### config.mk
export PLATFORM = sky130hd
export DESIGN_NAME = dff_share_arbiter
export DESIGN_NICKNAME = d
export VERILOG_FILES = /design/src/rtl/dff_share_arbiter.sv
export SDC_FILE = /design/constraint.sdc
export NUM_CORES = 1
export LEC_CHECK = 0
export CAP_MARGIN = 20
export CELL_PAD_IN_SITES_DETAIL_PLACEMENT = 2
export CELL_PAD_IN_SITES_GLOBAL_PLACEMENT = 2
export CORE_MARGIN = 2
export CORE_UTILIZATION = 23
export DETAILED_ROUTE_END_ITERATION = 8
export PLACE_DENSITY_LB_ADDON = 0.25
export SYNTH_ARGS = -nofsm -noshare
export SYNTH_HDL_FRONTEND = slang
export SYNTH_SLANG_ARGS = --single-unit
### constraint.sdc
create_clock -name clk -period 2.5 [get_ports clk]
set_input_delay 0.625 -clock clk [delete_from_list [all_inputs] [get_ports clk]]
set_output_delay 0.625 -clock clk [all_outputs]
set_load 0.005 [all_outputs]
### src/rtl/dff_share_arbiter.sv
// dff_share_arbiter
// Round-robin arbiter and sequencer that lends one external WIDTH-bit D
// register to N_REQ requesters. Each transaction is two cycles: a WRITE cycle
// that drives the register's d/enable, then an ACK cycle that returns the
// captured Q to the owner. With lock held, an owner may keep the register for
// up to HOLD_MAX back-to-back transactions before it must release it.
module dff_share_arbiter #(
  parameter int N_REQ    = 4,
  parameter int WIDTH    = 8,
  parameter int HOLD_MAX = 4
) (
  input  logic                   clk,
  input  logic                   rst_n,
  input  logic [N_REQ-1:0]       req,
  input  logic [N_REQ-1:0]       lock,
  input  logic [N_REQ*WIDTH-1:0] wdata,
  output logic [N_REQ-1:0]       gnt,
  output logic [N_REQ-1:0]       ack,
  output logic [WIDTH-1:0]       rdata,
  output logic [WIDTH-1:0]       reg_d,
  output logic                   reg_en,
  input  logic [WIDTH-1:0]       reg_q,
  output logic                   busy
);

  localparam int IDX_W = $clog2(N_REQ);
  localparam int CNT_W = $clog2(HOLD_MAX + 1);

  typedef enum logic [1:0] {
    IDLE  = 2'd0,
    WRITE = 2'd1,
    ACK   = 2'd2
  } state_t;

  state_t           state;
  logic [IDX_W-1:0] owner;
  logic [IDX_W-1:0] ptr;
  logic [CNT_W-1:0] hold_cnt;

  logic [IDX_W-1:0] owner_next_ptr;
  logic [IDX_W-1:0] win_idle;
  logic [IDX_W-1:0] win_ack;
  logic [WIDTH-1:0] wdata_arr [N_REQ];

  // First requester at or after 'start', wrapping modulo N_REQ.
  function automatic logic [IDX_W-1:0] rr_pick(input logic [N_REQ-1:0] r,
                                               input logic [IDX_W-1:0] start);
    logic [IDX_W-1:0] sel;
    logic [IDX_W-1:0] idx;
    logic             found;
    int               j;
    sel   = start;
    found = 1'b0;
    for (int i = 0; i < N_REQ; i++) begin
      j = int'(start) + i;
      if (j >= N_REQ) j = j - N_REQ;
      idx = IDX_W'(j);
      if (!found && r[idx]) begin
        sel   = idx;
        found = 1'b1;
      end
    end
    return sel;
  endfunction

  // Index after i, wrapping modulo N_REQ (N_REQ need not be a power of two).
  function automatic logic [IDX_W-1:0] next_idx(input logic [IDX_W-1:0] i);
    return (i == IDX_W'(N_REQ - 1)) ? '0 : i + 1'b1;
  endfunction

  function automatic logic [N_REQ-1:0] to_onehot(input logic [IDX_W-1:0] i);
    logic [N_REQ-1:0] v;
    v    = '0;
    v[i] = 1'b1;
    return v;
  endfunction

  // Candidate winners and the datapath mux onto the shared register.
  always_comb begin
    // NOTE: every signal gets a value before any branch so no latch is inferred.
    owner_next_ptr = next_idx(owner);
    win_idle       = rr_pick(req, ptr);
    win_ack        = rr_pick(req, owner_next_ptr);
    for (int i = 0; i < N_REQ; i++) wdata_arr[i] = wdata[i*WIDTH +: WIDTH];
    reg_en = (state == WRITE) && req[owner];
    reg_d  = reg_en ? wdata_arr[owner] : '0;
    rdata  = (state == ACK) ? reg_q : '0;
    busy   = (state != IDLE);
  end

  // Sequencer: arbitration, ownership, lock bursts and the registered gnt/ack.
  always_ff @(posedge clk or negedge rst_n) begin
    // NOTE: state uses non-blocking assignments so every register updates from
    // the same pre-edge values regardless of statement order.
    if (!rst_n) begin
      state    <= IDLE;
      owner    <= '0;
      ptr      <= '0;
      hold_cnt <= '0;
      gnt      <= '0;
      ack      <= '0;
    end else begin
      ack <= '0;
      unique case (state)
        IDLE: begin
          if (|req) begin
            owner    <= win_idle;
            gnt      <= to_onehot(win_idle);
            hold_cnt <= CNT_W'(1);
            state    <= WRITE;
          end
        end
        WRITE: begin
          if (req[owner]) begin
            ack   <= gnt;
            state <= ACK;
          end else begin
            // Owner withdrew before its write: drop it without an ack.
            ptr      <= owner_next_ptr;
            gnt      <= '0;
            hold_cnt <= '0;
            state    <= IDLE;
          end
        end
        ACK: begin
          if (lock[owner] && req[owner] && (hold_cnt < CNT_W'(HOLD_MAX))) begin
            hold_cnt <= hold_cnt + 1'b1;
            state    <= WRITE;
          end else begin
            // Release: priority moves past the old owner, re-arbitrate now so
            // there is no idle bubble between owners.
            ptr <= owner_next_ptr;
            if (|req) begin
              owner    <= win_ack;
              gnt      <= to_onehot(win_ack);
              hold_cnt <= CNT_W'(1);
              state    <= WRITE;
            end else begin
              gnt      <= '0;
              hold_cnt <= '0;
              state    <= IDLE;
            end
          end
        end
        default: begin
          gnt   <= '0;
          state <= IDLE;
        end
      endcase
    end
  end

endmodule

==> metrics.yaml <==
run_status:
  status: "finished, violations left"
  violations: "negative setup slack"
grt:
  antenna_found_initial: 0
  grt_pass1_vias: 1829
  grt_first_pass_wirelength_um: 10500
  grtUsageTotal: 0.191
  overflow: 0
  grt_max_degree: 18
clock_tree:
  cts_buffers: 3
  cts-root-buf: "clkbuf_8"
  path_clk_slew_ns: 0.07
  cts_buffer_depth: 2
  h-tree-depth: 1
  cts_tree: "yes"
  clk_latency_ns: 0.26
  cts.sinks: 17
yosys:
  synth_top_family_by_area: "simple AND/OR/NAND/NOR gates"
  yosysWarnings: 0
  synthArstFlopShare: 1.00
  synth_flop_cell: "dfrtp_1"
  synth_compound_area_frac: 0.192
  synth-seq-area-share: 0.285
  syn_area_per_cell_um2: 10.6
  post_synth_fa_ha_maj_area_fraction: 0.0502
  synth-edff-count: 0
  synth.distinct_cells: 46
  ys_seq_elements: 17
  yosys-mux-area-fraction: 0.203
  synth_fp_nets: 197
  synth_area_mm2: 0.00150
  syn_inst: 141
  synthSimpleGateAreaFrac: 0.214
  synth_xor_area_frac: 0
placed_design:
  dpl.hpwl_um: 5140
  io_buffers: 75
  finalWeightedCongestion: 0.840
  dp_cells: 301
floorplan:
  die_width_um: 84.6
  die_area_mm2: 0.00716
  core_mm2: 0.00631
  pin_count: 76
  die_h_um: 84.6
  start_util: 0.237
  num_rows: 29
sta:
  finalClockSkew_ns: 0.00839
  worst_pin_slew_ns: 0.516
  rsz0062_at_grt: "yes"
  setup_violations: 1
  hold_viol_final: 0
  max_freq_mhz: 397
  period_minus_slack_ns: 2.52
  slew_violations: 0
  period_share: 1.01
  relSlewSlack: 0.656
  fin_ws_ns: -0.0178
  fin_hold_ws_ns: 0.559
critical_path:
  crit_path_max_fanout: 3
  worstSetupPathType: "in2out"
  crit_slowest_cell: "mux4_2"
  required_ns: 1.88
  end_kind: "primary output"
  worstSetupStartpointType: "input pin"
  r2r-start: "owner[0]"
  rr_worst_depth: 8
  crit_start: "req[0]"
  cp.arrival_ns: 1.89
  crit_chain: "clkdlybuf4s15_2 > mux4_2 > buf_4 > and3_1 > clkdlybuf4s15_1"
  ff2ff_setup_slack_ns: 0.15
  critical_path.max_stage_delay_ns: 0.51
min_path:
  hp-start: "hold_cnt[0]"
  min_path_cells: 1
  hp-class: "reg2reg"
cells_and_area:
  drive_above_1_share: 0.295
  area_growth_pct: 70.0
  final_common_cell: "clkdlybuf4s50_1"
  insertedDiodeCount: 0
  fillers: 661
  final_cell_mix: "60 x clkdlybuf4s50_1, 19 x buf_4, 16 x dfrtp_1"
  finalNonFillerCells: 311
  fin_nets: 291
run:
  cap_violations: 0
detailed_routing:
  remaining_drc_errors: 0
  avgRoutedWirePerCell_um: 21.1
  wirelength_um: 6560
  firstDrtPassIters: 4
  drt_iter0_markers: 28
  via_per_inst: 5.10
  postRouteAntennaNets: 0
  vias: 1585
power_and_ir_drop:
  power.density_mw_per_mm2: 999
  peakVddDrop_v: 0.000339
  p_leak_nw: 1.07
## cells in the mapped netlist, types with 2 or more instances
cell type	count	area share
mux4_2	9	0.14
mux2_4	3	0.030
and2_1	11	0.046
nand2b_1	2	0.0084
buf_2	3	0.010
inv_1	7	0.018
o32ai_1	4	0.023
o2bb2ai_1	2	0.012
nand3_1	2	0.0067
buf_6	2	0.015
nand2_1	6	0.015
o21ai_0	4	0.013
a21oi_1	7	0.023
ha_1	6	0.050
nor2_1	3	0.0075
o22ai_1	6	0.025
a22o_1	2	0.012
nor2b_1	2	0.0084
dfrtp_1	17	0.28
mux2i_1	3	0.020
and3_1	10	0.042
and3_2	2	0.010
o211ai_4	2	0.028
clkbuf_1	3	0.0075
a32oi_1	2	0.012
## logic make-up after synthesis
family,after synthesis
AO/OA/AOI/OAI,37
buffers and inverters,16
flip-flops,17
adder cells (fa/ha/maj),6
AND/OR/NAND/NOR,49
multiplexers,16
## cell type report
cell class | instances | area, um^2 | area share
Tap cell | 77 | 96.3 | 0.0379
Inverter | 7 | 26.3 | 0.0103
Timing Repair Buffer | 97 | 898 | 0.353
Clock buffer | 4 | 45.0 | 0.0177
Sequential cell | 17 | 427 | 0.168
Multi-Input combinational cell | 109 | 1050 | 0.413
## worst max-delay path, delay by kind of cell
kind          cells  cell delay [ns]
buf+inv           3             0.58
simple gates      1             0.17
mux               1             0.51
## worst paths after layout
path,endpoint
max in group asynchronous,owner[0]
max reg2reg,gnt[3]
min reg2reg,hold_cnt[0]
min,hold_cnt[0]
max,reg_d[5]
min in group asynchronous,ack[2]
## repair_timing
item	4_1_cts	5_1_grt
buffers inserted	5	0
pin swaps	3	0
hold buffers	0	0
setup endpoints to repair	9	5
resized for setup	53	4
gates cloned	1	0
## stage by stage
| stage | setup TNS (ns) | utilization | worst slack (ns) | instance area (um^2) | power, mW |
|---|---|---|---|---|---|
| final | -0.0178 | 0.403 | -0.0178 | 2540 | 2.54 |
| after global placement | -3.76 | 0.386 | -0.422 | 2440 | 2.08 |
| after detailed placement | -4.57 | 0.386 | -0.482 | 2440 | 2.20 |
| after CTS | -0.0422 | 0.402 | -0.0422 | 2540 | 2.51 |
| after floorplan | 0 | - | 0.293 | 1500 | 1.45 |
| after global routing | -0.0676 | 0.403 | -0.0354 | 2540 | 2.71 |
## metal layers
metal  vias to the layer above  wire (um)  global-route usage
met3                         6        186              0.0275
met4                         0         87              0.0433
met5                         -          0                   0
li1                        732          -                   -
met2                        30       3440               0.339
met1                       817       2850               0.246
## sequential cells by signal, indices dropped and copies added, names as in the netlist
name	flops
hold_cnt	3
ack	4
gnt	4
ptr	2
owner	2
state	2
## report_power, final
group,switching (mW),internal [mW]
sequential,0.112,0.364
clock,0.108,0.113
combinational,0.835,1.01
total,1.05,1.49
No activity file was read; power rests on OpenSTA's default activity.
